==> src/rtl/scan_sel_ctrl_pkg.sv <==
`default_nettype none
// ---------------------------------------------------------------------------
// scan_sel_ctrl_pkg : shared constants and select-bus decode for the scan block
// Rev 1.0
// ---------------------------------------------------------------------------
package scan_sel_ctrl_pkg;

  localparam int NSEL  = 8;
  localparam int SEL_W = 3;
  localparam logic [NSEL-1:0] INACT_LO = 8'hff;

  localparam logic [1:0] ST_IDLE  = 2'd0;
  localparam logic [1:0] ST_BLANK = 2'd1;
  localparam logic [1:0] ST_ON    = 2'd2;

  // Active-low one-hot pattern, or all-inactive; the whole bus flips for active-high pads.
  function automatic logic [NSEL-1:0] decode_sel(input logic on, input logic [SEL_W-1:0] sel,
                                                 input logic opt);
    logic [NSEL-1:0] pat;
    pat = on ? ~(NSEL'(1) << sel) : INACT_LO;
    return opt ? ~pat : pat;
  endfunction

endpackage
`default_nettype wire

==> src/rtl/rr_next_sel.sv <==
`default_nettype none
// ---------------------------------------------------------------------------
// rr_next_sel : combinational round-robin search for the next enabled output
// Rev 1.0
// ---------------------------------------------------------------------------
module rr_next_sel
  import scan_sel_ctrl_pkg::*;
(
  input  logic [SEL_W-1:0] cur,
  input  logic [NSEL-1:0]  mask,
  output logic [SEL_W-1:0] nxt,
  output logic             wrap
);

  logic             found;
  logic [SEL_W-1:0] idx;

  // Offsets 1..NSEL so cur itself is the last candidate (single-output case).
  always_comb begin
    nxt   = cur;
    found = 1'b0;
    idx   = cur;
    for (int i = 1; i <= NSEL; i++) begin
      idx = cur + SEL_W'(i);
      if (!found && mask[idx]) begin
        nxt   = idx;
        found = 1'b1;
      end
    end
    wrap = found && (nxt <= cur);
  end

endmodule
`default_nettype wire

==> src/rtl/scan_sel_ctrl.sv <==
`default_nettype none
// ---------------------------------------------------------------------------
// scan_sel_ctrl : round-robin scan scheduler with blanking for an 8-way select bus
// Rev 1.0
// ---------------------------------------------------------------------------
module scan_sel_ctrl
  import scan_sel_ctrl_pkg::*;
#(
  parameter int PRESCALE    = 1000,
  parameter int ON_TICKS    = 4,
  parameter int BLANK_TICKS = 1
) (
  input  logic             i_clk,
  input  logic             i_rst_n,
  input  logic             i_en,
  input  logic [NSEL-1:0]  i_mask,
  input  logic             i_opt,
  output logic [SEL_W-1:0] o_sel,
  output logic [NSEL-1:0]  o_y,
  output logic             o_blank,
  output logic             o_frame
);

  localparam int TICK_MAX = (ON_TICKS > BLANK_TICKS) ? ON_TICKS : BLANK_TICKS;
  localparam int TICK_W   = (TICK_MAX > 1) ? $clog2(TICK_MAX) : 1;
  localparam int PRE_W    = (PRESCALE > 1) ? $clog2(PRESCALE) : 1;

  localparam logic [PRE_W-1:0]  PRE_LAST   = PRE_W'(PRESCALE - 1);
  localparam logic [TICK_W-1:0] ON_LAST    = TICK_W'(ON_TICKS - 1);
  localparam logic [TICK_W-1:0] BLANK_LAST = TICK_W'(BLANK_TICKS - 1);

  logic [1:0]       state;
  logic [1:0]       state_nxt;
  logic [PRE_W-1:0] pre_cnt;
  logic [TICK_W-1:0] tick_cnt;
  logic [SEL_W-1:0] sel_nxt;
  logic [SEL_W-1:0] rr_nxt;
  logic             rr_wrap;
  logic             tick;
  logic             tick_done;
  logic             run;
  logic             adv;

  rr_next_sel u_rr (
    .cur  (o_sel),
    .mask (i_mask),
    .nxt  (rr_nxt),
    .wrap (rr_wrap)
  );

  assign tick      = (pre_cnt == PRE_LAST);
  assign run       = i_en && (i_mask != '0);
  assign tick_done = tick && (tick_cnt == ((state == ST_ON) ? ON_LAST : BLANK_LAST));

  // Idle forcing outranks the masked-out abort, which outranks tick-driven moves.
  always_comb begin
    state_nxt = state;
    sel_nxt   = o_sel;
    adv       = 1'b0;
    if (!run) begin
      state_nxt = ST_IDLE;
    end else begin
      case (state)
        ST_IDLE:  state_nxt = ST_BLANK;
        ST_BLANK: begin
          if (tick_done) begin
            state_nxt = ST_ON;
            sel_nxt   = rr_nxt;
            adv       = 1'b1;
          end
        end
        ST_ON: begin
          if (!i_mask[o_sel] || tick_done) state_nxt = ST_BLANK;
        end
        default:  state_nxt = ST_IDLE;
      endcase
    end
  end

  always_ff @(posedge i_clk or negedge i_rst_n) begin
    if (!i_rst_n) begin
      state    <= ST_IDLE;
      pre_cnt  <= '0;
      tick_cnt <= '0;
      o_sel    <= '0;
      o_y      <= INACT_LO;
      o_blank  <= 1'b1;
      o_frame  <= 1'b0;
    end else begin
      state <= state_nxt;
      o_sel <= sel_nxt;

      if (state == ST_IDLE || state_nxt == ST_IDLE || tick) pre_cnt <= '0;
      else                                                  pre_cnt <= pre_cnt + PRE_W'(1);

      // Every state change, including an abort, restarts the tick count.
      if (state_nxt != state || state == ST_IDLE) tick_cnt <= '0;
      else if (tick)                              tick_cnt <= tick_cnt + TICK_W'(1);

      o_y     <= decode_sel(state_nxt == ST_ON, sel_nxt, i_opt);
      o_blank <= (state_nxt != ST_ON);
      o_frame <= adv && rr_wrap;
    end
  end

endmodule
`default_nettype wire
==> config.mk <==
export PLATFORM = sky130hd
export DESIGN_NAME = scan_sel_ctrl
export DESIGN_NICKNAME = d
export VERILOG_FILES = /design/src/rtl/scan_sel_ctrl_pkg.sv /design/src/rtl/rr_next_sel.sv /design/src/rtl/scan_sel_ctrl.sv
export SDC_FILE = /design/constraint.sdc
export NUM_CORES = 1
export LEC_CHECK = 0
export ABC_CLOCK_PERIOD_IN_PS = 9500
export CORE_ASPECT_RATIO = 0.8
export CORE_MARGIN = 4
export CORE_UTILIZATION = 59
export DETAILED_ROUTE_END_ITERATION = 7
export DONT_BUFFER_PORTS = 1
export MAX_ROUTING_LAYER = met4
export PLACE_DENSITY = 0.73
export SETUP_SLACK_MARGIN = 0.2
export SYNTH_ARGS = -nofsm -noshare
export SYNTH_HDL_FRONTEND = slang
export SYNTH_SLANG_ARGS = --single-unit
==> constraint.sdc <==
create_clock -name i_clk -period 9.5 [get_ports i_clk]
set_input_delay 1.9 -clock i_clk [delete_from_list [all_inputs] [get_ports i_clk]]
set_output_delay 1.9 -clock i_clk [all_outputs]
set_load 0.05 [all_outputs]
Yosys cells after proc, flatten, opt, wreduce, memory -nomap -nowiden --
Cells that the tools add are included. W data, S select, Z words.
Word-level totals: register bits 27, bits of input ports 12, word-level logic and storage cells 110
Operators by class: add/sub/neg operators 9, magnitude comparators 9, equality and inequality tests 7, shift-type cells 1, mux-type cells 48, bitwise operators 2, reduce and logical (&&, ||, !) cells 27
Operators with widths (number):
- $mux W3 | 11
- $lt A3 B4 Y1 const B | 8
- $bmux W1 S3 | 8
- $mux W1 | 19
- $mux W8 | 2
- $not A8 Y8 | 2
- $add A3 B3 Y3 const B | 4
- $mux W2 | 6
- $logic_and A1 B1 Y1 | 11
- $add A10 B1 Y10 const B | 1
- $eq A10 B10 Y1 const B | 1
- $mux W10 | 1
- $logic_not A1 Y1 | 8
- $reduce_bool A8 Y1 | 1
- $shl A1 B3 Y8 const A | 1
- $add A3 B2 Y3 const B | 2
- $pmux W2 S3 | 1
- $eq A2 B2 Y1 const B | 2
- $logic_not A2 Y1 | 2
- $logic_or A1 B1 Y1 | 4
- $add A3 B1 Y3 const B | 1
- $le A3 B3 Y1 | 1
- $add A2 B1 Y2 const B | 1
- $eq A2 B1 Y1 const B | 1
- 4 further kinds | 4

Depth between registers and ports, before layout --
Gate-level depths: netlist of run 1.
word-level depth 33, gate-level depth with buffers 16, depth with buffers taken out 13

By module --
From an unflattened synthesis of run 1, not the netlist that was laid out.
Unflattened totals: cell total of the unflattened synthesis 283, area, all modules 2733.9 µm²
By module, submodules not included:
- scan_sel_ctrl | times used 1, cells an instance 147, area an instance 1529.0 µm²
- rr_next_sel | times used 1, cells an instance 136, area an instance 1204.9 µm²

Least setup slack after synthesis of run 1 --
Ideal clock, no wire load.
path type input-to-reg, start point input port i_mask[0], end point register o_frame, setup time 124 ps, arrival time 4331 ps, data required time 9376 ps, setup slack 5045 ps, stages 10, path buffers 0, path through mux4_2 mux2_4 or4b_4 nor3b_4 nor3_1 o31a_1 ha_1 a21oi_1 a31oi_1 nor2_1
On the way: longest elaborated chain between the ends 27
RTL lines:
- start, declared | RTL line scan_sel_ctrl.sv:16 | input logic [NSEL-1:0] i_mask,
- $bmux W1 S3 | RTL line rr_next_sel.sv:25 | if (!found && mask[idx]) begin
- $mux W1 (not written as such) | RTL line rr_next_sel.sv:25
- $mux W1 | RTL line rr_next_sel.sv:25
- $logic_not A1 Y1 | RTL line rr_next_sel.sv:25
- $logic_and A1 B1 Y1 | RTL line rr_next_sel.sv:25
- $mux W1 | RTL line rr_next_sel.sv:25
- $logic_not A1 Y1 | RTL line rr_next_sel.sv:25
- $logic_and A1 B1 Y1 | RTL line rr_next_sel.sv:25
- [11 not listed]
- $logic_and A1 B1 Y1 | RTL line rr_next_sel.sv:25
- $mux W1 | RTL line rr_next_sel.sv:25
- $logic_not A1 Y1 | RTL line rr_next_sel.sv:25
- $logic_and A1 B1 Y1 | RTL line rr_next_sel.sv:25
- $mux W3 | RTL line rr_next_sel.sv:25
- $le A3 B3 Y1 | RTL line rr_next_sel.sv:30 | wrap = found && (nxt <= cur);
- $logic_and A1 B1 Y1 | RTL line rr_next_sel.sv:30
- $logic_and A1 B1 Y1 * | RTL line scan_sel_ctrl.sv:102 | o_frame <= adv && rr_wrap;
- end signal, assigned | RTL line scan_sel_ctrl.sv:102
- end, declared | RTL line scan_sel_ctrl.sv:21 | output logic o_frame
Mark *: on every way between the ends. The rest lies on a longest branch, timed or not. The select of a mux whose other input is x is not followed. A chain may end at the register's enable or synchronous reset.

Worst setup path after layout of run 1 --
start point register o_sel[1], end point register o_frame
On the way: longest elaborated chain between the ends 28
RTL lines:
- start, declared | RTL line scan_sel_ctrl.sv:18 | output logic [SEL_W-1:0] o_sel,
- start signal, assigned | RTL line scan_sel_ctrl.sv:91 | o_sel <= sel_nxt;
- $add A3 B1 Y3 | RTL line rr_next_sel.sv:24 | idx = cur + SEL_W'(i);
- $bmux W1 S3 | RTL line rr_next_sel.sv:25
- $mux W1 (not written as such) | RTL line rr_next_sel.sv:25
- $mux W1 | RTL line rr_next_sel.sv:25
- $logic_not A1 Y1 | RTL line rr_next_sel.sv:25
- $logic_and A1 B1 Y1 | RTL line rr_next_sel.sv:25
- $mux W1 | RTL line rr_next_sel.sv:25
- $logic_not A1 Y1 | RTL line rr_next_sel.sv:25
- [12 not listed]
- $logic_and A1 B1 Y1 | RTL line rr_next_sel.sv:25
- $mux W1 | RTL line rr_next_sel.sv:25
- $logic_not A1 Y1 | RTL line rr_next_sel.sv:25
- $logic_and A1 B1 Y1 | RTL line rr_next_sel.sv:25
- $mux W3 | RTL line rr_next_sel.sv:25
- $le A3 B3 Y1 | RTL line rr_next_sel.sv:30
- $logic_and A1 B1 Y1 * | RTL line rr_next_sel.sv:30
- $logic_and A1 B1 Y1 * | RTL line scan_sel_ctrl.sv:102
Marks and branches as above.

==> results.toml, run 1 <==
[die]
dieArea_um2 = 4680
die_x_um = 75.5
start_util = 0.620
die_h_um = 62.0
num_io_pins = 25
std_cell_rows = 19
coreArea_um2 = 3470

[clock_tree]
cts_buffers = 3
clkTransAtPathRegs_ns = 0.10
holdBufCountCts = 0
post_cts_buffers = 0
clk_latency_ns = 0.28
root_buffer = "clkbuf_8"
post_cts_resized = 0
cts_buffer_depth = 2
cts_tree = "done"
clock-sinks = 27
cts.htree.levels = 1

[critical_path]
cp-start-kind = "register"
crit_end = "o_frame"
critPathCaptureType = "register"
required_ns = 9.67
crit_arrival_ns = 4.89
r2r_start = "o_sel[1]"
worstPathMaxFanout = 14
r2r_setup_slack_ns = 4.78
rr_worst_depth = 12
crit_start = "o_sel[1]"
crit_type = "reg2reg"
r2r_end = "o_frame"

[timing]
fin_crit_sh = 0.497
finalSetupTns_ns = 0
finClkSkew_ns = 0.00934
finalSetupViolCount = 0
hold_viol = 0
rsz0062_at_grt = "no"
min_period_ns = 4.72
max_slew_margin = 0.244
worst_pin_slew_ns = 1.13
maxSlewViolCount = 0
max_clock_freq_mhz = 212

[detailed_routing]
ant_nets = 0
wire_per_inst_um = 18.8
drtIter0Drc = 144
drt_first_pass_iters = 5
wl_mm = 4.98
via_count = 1755
drcViolationCount = 0
detail_route.vias_per_cell = 6.62

[synthesis]
synth.top_cell.area_share = 0.209
yosys.area.top_type = "dfrtp_1"
synth_area_leaders = "dfrtp_1, dfstp_2, mux4_2"
synth.top_cells.by_count = "nor2_1, nand2_1, dfrtp_1"
ys_seq_area_frac = 0.319
yosysUniqueCellTypes = 54
synth-edff-count = 0
async_flop_share = 1.00
synth-seq-cells = 27
syn-num-nets = 243
avgSynthCellArea_um2 = 9.52
synth_warnings = 0
synth-main-ff-cell = "dfrtp_1"
netlist_area_um2 = 2150
synthCells = 226
synth.most_common_cell = "nor2_1"

[pwr]
p_per_area_nw_per_um2 = 98.3
p_leak_nw = 0.904
worst_ir_drop_vdd_mv = 0.0655

[finish]
nFillCells = 281
finalNetCount = 241
syn2layout_area_growth_pct = 3.20
drive_gt1_frac = 0.161
insertedDiodeCount = 0
multi_input_comb_area_um2 = 1390
design_area_um2 = 2220
seq_area_um2 = 687

[placed_design]
placed_area_um2 = 2170
place_congestion = 0.972
port_buffers = 0
dp_hpwl_mm = 3.85

[run_status]
outcome = "finished clean"

[grt]
overflow = 0
grt_start_max_net_pins = 28
grt_pass1_wl_mm = 8.49
grt_pass1_vias = 1630
grt_usage = 0.250
antenna_found_initial = 0

[min_path]
hold_class = "reg2reg"
hold_path_depth = 1

[flow_run]
cap_violations = 0
critical path: stages (launching register included):
cell	delay (ns)
dfrtp_1	0.93
clkinv_1	0.48
ha_1	0.60
mux4_2	0.40
mux2_4	0.33
or4b_4	0.53
nor3b_4	0.31
nor3_1	0.16
o31a_1	0.29
ha_1	0.32
a21oi_1	0.07
a31oi_1	0.14
nor2_1	0.06
power by group:
group	leakage (nW)	internal [mW]	switching, mW	total (mW)
registers	0.327	0.119	0.00775	0.127
logic	0.556	0.0109	0.0131	0.0240
clock network	0.0217	0.0298	0.0377	0.0676
worst min path at each step:
stage                          start         end  slack (ns)
final                     pre_cnt[0]  pre_cnt[0]        0.50
after floorplan           pre_cnt[0]  pre_cnt[0]        0.45
after detailed placement  pre_cnt[0]  pre_cnt[0]        0.48
after global placement    pre_cnt[0]  pre_cnt[0]        0.47
after CTS                 pre_cnt[0]  pre_cnt[0]        0.50
after global routing      pre_cnt[0]  pre_cnt[0]        0.53
layer usage:
| layer | up-vias | GRT usage | wire, um |
|---|---|---|---|
| li1 | 824 | - | - |
| met1 | 855 | 0.372 | 2380 |
| met2 | 71 | 0.354 | 2210 |
| met3 | 5 | 0.0514 | 350 |
| met4 | 0 | 0.0449 | 35 |
| met5 | - | - | 0 |
cells by family after synthesis:
logic type	after synthesis	share of synthesized area
AO/OA/AOI/OAI	41	0.141
AND/OR/NAND/NOR	89	0.215
adder cells (fa/ha/maj)	5	0.0291
multiplexers	23	0.163
buffers and inverters	18	0.0360
XOR/XNOR	23	0.0971
flip-flops	27	0.319
sequential cells by signal, indices dropped and copies added (netlist names):
register,count
o_sel,3
o_frame,1
o_blank,1
state,2
pre_cnt,10
tick_cnt,2
o_y,8
final cells by class:
class	instances	area share
Inverter	10	0.0169
Multi-Input combinational cell	181	0.625
Timing Repair Buffer	1	0.00338
Sequential cell	27	0.309
Tap cell	42	0.0237
Clock inverter	1	0.00338
Clock buffer	3	0.0186
metrics by stage:
step / instances / util / worst slack, ns / hold WS (ns) / power, mW
after global routing: 265 / 0.640 / 4.48 / 0.533 / 0.228
after floorplan: 226 / - / 5.05 / 0.448 / 0.148
final: 265 / 0.640 / 4.78 / 0.497 / 0.218
after detailed placement: 261 / 0.626 / 4.80 / 0.485 / 0.152
after global placement: 261 / 0.626 / 4.83 / 0.474 / 0.152
after CTS: 265 / 0.640 / 4.79 / 0.500 / 0.221
layout by cell type, fill, tap and decap left out, types with 2 or more instances in the layout:
master / count
and2_1: 4
dfstp_2: 9
xnor2_1: 15
nor3_1: 7
a22o_1: 2
and3_1: 2
a22oi_1: 2
ha_1: 5
o21ai_0: 5
nand2_1: 22
a21o_1: 3
mux2i_1: 10
or2_2: 2
nand3_1: 8
nor2_1: 27
a211oi_1: 5
inv_1: 8
a32oi_1: 2
xor2_1: 7
clkbuf_8: 3
and4_1: 2
o22ai_1: 3
dfrtp_1: 18
nor4_1: 4
nor4_2: 2
nand2b_1: 2
o211ai_1: 6
a21oi_1: 3
mux4_2: 9
mux2_2: 3
Power figures use the tool's default switching activity.
==> run 2, diff against run 1 <==
Settings changed: ABC_CLOCK_PERIOD_IN_PS 9500 to 5000.
Clock period 9.5 ns to 5 ns, I/O delays scaled along.
==> run 2 against run 1 <==
Effect of this change: worst hold slack got worse by 0.086 ns; highest routed layer unchanged; sequential share of layout area decreased by 0.17 points; maximum frequency increased by 14%; critical endpoint is now o_y[6]; critical path type unchanged; first-iteration DRC count increased by 39%; clock power increased by 82%; non-clock buffer count increased by 2; global-route usage decreased by 1.4 points; critical path depth unchanged; setup slack got worse by 3.9 ns.
==> results.toml, run 2 (synthesis results as in run 1) <==
[finish]
syn2layout_area_growth_pct = 3.78
finalNetCount = 243
top_register = "pre_cnt"
drive_gt1_frac = 0.169
final_cell_mix = "nor2_1, nand2_1, dfrtp_1"
largest_reg_flops = 10
insertedDiodeCount = 0
final_common_cell = "nor2_1"
reg_top3 = "pre_cnt x10, o_y x8, o_sel x3"
fin_cells = 267
nFillCells = 266

[die]
start_util = 0.620
dieArea_um2 = 4680
num_io_pins = 25
std_cell_rows = 19
die_x_um = 75.5
coreArea_um2 = 3470
die_h_um = 62.0

[critical_path]
r2r_setup_slack_ns = 0.87
crit_family = "simple AND/OR/NAND/NOR gates"
rr_worst_depth = 12
crit_type = "reg2reg"
critPathCaptureType = "register"
required_ns = 5.21
crit_path_top_delay_cell = "or4b_4"
crit_arrival_ns = 4.33
r2r_start = "o_sel[0]"
cp.buffers_inverters = 3
worstPathMaxFanout = 16
cpMostUsedCell = "inv_1"
cp-start-kind = "register"
crit_path_max_incr_delay_ns = 0.53
r2r_end = "o_y[6]"
crit_chain = "buf_4 > inv_1 > ha_1 > mux4_2 > mux2_4 > or4b_4 > nor3b_4 > o31ai_1 > xnor2_2 > inv_1 > a211oi_1 > xnor2_1"

[clock_tree]
post_cts_buffers = 0
clkTransAtPathRegs_ns = 0.09
cts_buffers = 3
post_cts_resized = 0
holdBufCountCts = 0
cts_buffer_depth = 2
cts_tree = "done"
root_buffer = "clkbuf_8"
cts.htree.levels = 1
clk_latency_ns = 0.27
clock-sinks = 27

[timing]
finClkSkew_ns = 0.00213
hold_viol = 0
fin_crit_sh = 0.825
worst_pin_slew_ns = 0.861
finalSetupTns_ns = 0
max_slew_margin = 0.421
max_clock_freq_mhz = 242
maxSlewViolCount = 0
min_period_ns = 4.13
finalSetupViolCount = 0
rsz0062_at_grt = "no"

[grt]
grt_start_max_net_pins = 28
grt_usage = 0.237
overflow = 0
antenna_found_initial = 0
grt_pass1_vias = 1691
grt_pass1_wl_mm = 8.11

[detailed_routing]
dr_wl_met3_um = 479
wl_mm = 5.02
detail_route.vias_per_cell = 6.59
wl_met1_mm = 2.37
via_count = 1760
wire_per_inst_um = 18.8
met2WireLength_mm = 2.11
drcViolationCount = 0
route.top_layer_used = "met4"
drtIter0Drc = 200
ant_nets = 0
drt_first_pass_iters = 4

[flow_run]
cap_violations = 0

[placed_design]
place_congestion = 1.01
port_buffers = 0
dp_cells = 263
dp_hpwl_mm = 3.93

[run_status]
outcome = "finished clean"

[pwr]
p_per_area_nw_per_um2 = 183
worst_ir_drop_vdd_mv = 0.219
p_leak_nw = 0.916

[min_path]
hold_class = "in2async"
-- run 2: cell count changes in the layout (fill, tap and decap cells not counted), sizes merged --
cell / change
buf: +2
clkinv: +1
clkinvlp: -1
-- run 2: final cells by class --
type                    count  area (um2)  share of cell area
well taps                  42        52.6              0.0235
inverters                  10        37.5              0.0168
repair buffers              3        22.5              0.0101
clock inverters             1        5.00             0.00224
flip-flops and latches     27         687               0.308
clock buffers               3        41.3              0.0185
multi-input cells         181        1390               0.621
-- run 2: per-layer routing --
| metal | track usage | vias up |
|---|---|---|
| met5 | - | - |
| met4 | 0.0524 | 0 |
| met3 | 0.0643 | 10 |
| met1 | 0.352 | 833 |
| li1 | - | 827 |
| met2 | 0.320 | 90 |
-- run 2: worst max-delay path by stage --
| stage | from | end | slack [ns] | cells past startpoint |
|---|---|---|---|---|
| finish | o_sel[0] | o_y[6] | 0.87 | 12 |
| CTS | o_sel[0] | o_y[6] | 0.92 | 12 |
| detailed placement | o_sel[0] | o_y[6] | 0.96 | 12 |
| global placement | o_sel[0] | o_frame | 1.06 | 13 |
| global route | o_sel[0] | o_y[6] | 0.65 | 12 |
| floorplan | o_sel[0] | o_frame | 0.79 | 14 |
-- run 2: per-stage QoR --
| step | util | hold slack (ns) | power [mW] | instance area (um2) | worst slack (ns) |
|---|---|---|---|---|---|
| finish | 0.643 | 0.410 | 0.410 | 2230 | 0.874 |
| global route | 0.643 | 0.397 | 0.424 | 2230 | 0.650 |
| CTS | 0.643 | 0.405 | 0.412 | 2230 | 0.918 |
| detailed placement | 0.630 | 0.477 | 0.290 | 2190 | 0.958 |
| global placement | 0.630 | 0.466 | 0.289 | 2190 | 1.06 |
| floorplan | - | 0.448 | 0.281 | 2150 | 0.786 |
-- run 2: power by group --
group          total (mW)  switching [mW]  internal, mW
registers           0.241          0.0146         0.226
logic              0.0458          0.0252        0.0207
clock network       0.123          0.0674        0.0559
==> RTL edit 1: new RTL, flow settings as in run 2 <==
Change the parameter `PRESCALE` from 1000 to 2000.
--- a/src/rtl/scan_sel_ctrl.sv
+++ b/src/rtl/scan_sel_ctrl.sv
@@ -8,3 +8,3 @@
 #(
-  parameter int PRESCALE    = 1000,
+  parameter int PRESCALE    = 2000,
   parameter int ON_TICKS    = 4,
Formal check against the unedited RTL: no difference found for any inputs over 10 cycles, from zero or initial values and one cycle with i_rst_n low; that may be too few to reach the edited logic, so the function may still have changed.
==> RTL edit 1 against run 2 <==
Setup slack better by 0.033 ns; non-clock buffer count is 2 higher; sequential cell count is 1 higher; routed wire length is 5.6% higher; die area is 13% higher; design area is 14% higher; global-route usage is 0.85 points lower; critical path depth is 1 higher; area after synthesis is 15% higher; first-iteration DRC count is 18% lower; critical path type unchanged; critical endpoint is now o_frame; highest routed layer unchanged.
Power is not compared: it rests on default switching activity, and its combinational part moved more than twofold at a synthesized area within 25%.
==> RTL edit 1: results (changes against run 2) <==
outcome=finished clean; total number of yosys warnings=0 (unchanged); pin count of the biggest net entering global routing=29 (+3.6%); Cell Area, Placed=2490 sq um (+14%); Max FO, Critical Path=10 (-6); synth cell count leaders=nand2_1 (23), nor2_1 (22), dfrtp_1 (19), a21oi_1 (10), xnor2_1 (10); CP required=5.20 ns (about the same); Clk pin slew, worst setup/hold paths=0.09 ns (about the same); gr usage total=22.8% (-0.85 points); Max VDD drop=0.134 mV; share of layout cells above drive strength 1=19.8% (+2.9 points); GPL Wtd Cong=0.917 (-8.8%); register area share after synthesis=28.7% (-3.2 points); # nets final=271 (+12%); slew at the pin closest to its max-slew limit=0.605 ns (-0.257 ns); biggest regs=pre_cnt (11), o_y (8), o_sel (3); Netlist cell types=74 (+37%); CP endpoint=o_frame; drt total wl=5.30 mm (+5.6%); worst hold margin=0.411 ns (+0.000891 ns); routed wl met2=2.37 mm (+12%); met2 usage=33.7% (+1.7 points); met3 GRT Util=4.77% (-1.7 points); Fin Clk Skew=0.00435 ns (+0.00222 ns); Vias/cell=6.39 (-3.0%); DRT met1 WL=2.58 mm (+8.6%); R2R cell count=13 (+1); vias in the first global route=1879 (+11%); synth top area cells=dfrtp_1 (19%), dfstp_2 (9.5%), mux4_2 (5.4%), mux2i_1 (3.6%), xnor2_1 (3.5%); DRT iter0 DRCs=165 (-18%); first-pass GRT wire length=9.29 mm (+14%); setup slack, reg-to-reg=0.91 ns (+0.03 ns); drt first pass iters=4 (unchanged); CP Launch Point=o_sel[1]; met3 WL=331 um (-31%); clk buf depth=2 (unchanged); met1 Track Usage GR=33.2% (-2.0 points); Final HPWL DP=4.11 mm (+4.7%)
[RTL edit 1: cell count changes after synthesis, moves of 3 or more]
cell	delta
a211oi_1	-5
mux4_2	-3
a21oi_1	+7
nor2_1	-5
clkbuf_8	+4
o21ai_1	+3
nor4_1	-4
xnor2_1	-5
[RTL edit 1: per-stage QoR]
step	std cells	power, mW	setup slack (ns)
2_1_floorplan	254	0.435	0.727
3_3_place_gp	304	0.461	1.04
3_5_place_dp	304	0.463	0.924
4_1_cts	308	0.619	0.901
5_1_grt	308	0.653	0.749
6_report	308	0.617	0.907
[RTL edit 1: layout make-up]
| type | count | area (sq um) |
|---|---|---|
| Fill cell | 330 | 1370 |
| Tap cell | 55 | 68.8 |
| Clock buffer | 4 | 66.3 |
| Timing Repair Buffer | 5 | 37.5 |
| Multi-Input combinational cell | 206 | 1630 |
| Inverter | 10 | 37.5 |
| Sequential cell | 28 | 712 |
[RTL edit 1: critical path, stage by stage (launching register included)]
cell      delay (ns)
dfrtp_1         0.35
clkinv_1        0.27
ha_1            0.63
mux2_2          0.41
mux2_4          0.28
o221ai_4        0.27
or4b_1          0.47
a221o_1         0.36
and3_1          0.20
ha_1            0.28
a21o_1          0.18
a21oi_1         0.13
a31oi_1         0.06
nor2b_1         0.13
[RTL edit 1: report_power, final]
part	total [mW]	internal, mW	switching [mW]
clock	0.155	0.0870	0.0680
sequential	0.254	0.236	0.0179
combinational	0.208	0.0880	0.120
[RTL edit 1: logic make-up (layout without fill, tap and decap cells)]
kind of cell	Yosys count	in the layout	synth area share, %
AOI/OAI and AO/OA	61	61	18.9
xor gates and xnor gates	21	21	8.47
DFF	28	28	28.7
buffers and inverters	20	19	5.45
muxes	24	24	14.8
adders and majority gates	5	5	2.52
and+or+nand+nor	95	95	21.2
==> RTL edit 2: new RTL, flow settings as in run 2 <==
Made on the original files. Register the output `o_frame` once more, with the module's reset; this adds one clock of latency there. The other outputs are not delayed to match.
--- a/src/rtl/scan_sel_ctrl.sv
+++ b/src/rtl/scan_sel_ctrl.sv
@@ -30,2 +30,4 @@
   localparam logic [TICK_W-1:0] BLANK_LAST = TICK_W'(BLANK_TICKS - 1);
+
+  logic o_frame_s0;
 
@@ -87,3 +89,3 @@
       o_blank  <= 1'b1;
-      o_frame  <= 1'b0;
+      o_frame_s0 <= 1'b0;
     end else begin
@@ -101,3 +103,11 @@
       o_blank <= (state_nxt != ST_ON);
-      o_frame <= adv && rr_wrap;
+      o_frame_s0 <= adv && rr_wrap;
+    end
+  end
+
+  always_ff @(posedge i_clk or negedge i_rst_n) begin
+    if (!i_rst_n) begin
+      o_frame <= '0;
+    end else begin
+      o_frame <= o_frame_s0;
     end
Check against the original RTL: same outputs for any inputs over 10 cycles, from zero or initial values and one cycle with i_rst_n low; that may be too few to reach the edited logic, so the function may still have changed.
==> RTL edit 2 against run 2 <==
Area after synthesis rose by 1.2%; routed wire length rose by 4.0%; total power rose by 15%; sequential cell count rose by 1; design area rose by 2.2%; critical endpoint is now o_y[7]; setup slack improved by 0.074 ns; cell count rose by 0.37%; die area rose by 1.0%.
==> RTL edit 2: results (changes against run 2) <==
outcome=finished clean; first-pass GRT wire length=9.00 mm (+11%); Int Pwr=0.362 mW (+20%); sequential share of cell area=31.2% (+0.42 points); synth cell count leaders=nor2_1 (27), nand2_1 (22), dfrtp_1 (19), xnor2_1 (15), mux2i_1 (10); final period utilization=81.0% (-1.5 points); share of layout cells above drive strength 1=16.8% (-0.075 points); DRT iter0 DRCs=150 (-25%); GPL Wtd Cong=0.983 (-2.2%); Clock-cell share=3.12% (+1.1 points); vias in the first global route=1764 (+4.3%); Fin Clk Skew=0.00795 ns (+0.00583 ns); slowest cell delay on critical path=0.64 ns (+0.11 ns); drt total wl=5.22 mm (+4.0%); Vias/cell=6.79 (+3.1%); slew at the pin closest to its max-slew limit=0.992 ns (+0.130 ns); Final Cell Area=2280 sq um (+2.2%); Final HPWL DP=3.95 mm (+0.69%); hold crit path type=flip-flop to flip-flop; Placement Setup Slack=1.01 ns (+0.0539 ns); synth top area cells=dfrtp_1 (22%), dfstp_2 (11%), mux4_2 (9.3%), xnor2_1 (6.0%), nor2_1 (4.7%); gr usage total=23.7% (about the same); pin count of the biggest net entering global routing=29 (+3.6%); critical path's slowest cell=mux4_2; Max VDD drop=0.194 mV (-11%); filler cell count=297 (+12%); Data buffer area share=0.986% (-0.022 points)
==> RTL edit 2: kinds of logic (layout without fill, tap and decap cells) <==
group | Yosys count | count (layout) | synth area share [%]
buf+inv | 18 | 17 | 3.56
fa+ha+maj | 5 | 5 | 2.87
compound gates | 41 | 41 | 13.9
simple gates | 89 | 89 | 21.2
xor+xnor | 23 | 23 | 9.60
mux | 23 | 23 | 16.1
flops | 28 | 28 | 32.7
==> RTL edit 2: metal layers <==
| layer | up-vias | global-route usage, % | part of all wire, % |
|---|---|---|---|
| li1 | 836 | - | - |
| met3 | 8 | 5.06 | 7.0 |
| met1 | 903 | 34.2 | 46 |
| met5 | - | - | 0 |
| met4 | 0 | 5.11 | 1.0 |
| met2 | 74 | 34.3 | 46 |
==> RTL edit 2: path summary, 6_finish.rpt <==
| check | startpoint | to | cells after the start |
|---|---|---|---|
| max | o_sel[0] | o_y[7] | 10 |
| min | o_frame_s0 | o_frame | 0 |
| max reg2reg | o_sel[0] | o_y[7] | 10 |
| min reg2reg | o_frame_s0 | o_frame | 0 |
| max in group asynchronous | i_rst_n | o_blank | 0 |
| min in group asynchronous | i_rst_n | o_sel[1] | 0 |
==> RTL edit 2: power groups by stage <==
| stage | combinational (mW) | clock [mW] | sequential (mW) |
|---|---|---|---|
| floorplan | 0.0371 | 0 | 0.252 |
| global placement | 0.0440 | 0 | 0.253 |
| detailed placement | 0.0450 | 0 | 0.253 |
| CTS | 0.0454 | 0.178 | 0.249 |
| global route | 0.0507 | 0.190 | 0.250 |
| finish | 0.0462 | 0.176 | 0.249 |
==> RTL edit 2: per-stage QoR <==
step	hold WS, ns	std cells
finish	0.377	268
CTS	0.380	268
global placement	0.358	264
floorplan	0.331	227
global route	0.382	268
detailed placement	0.359	264
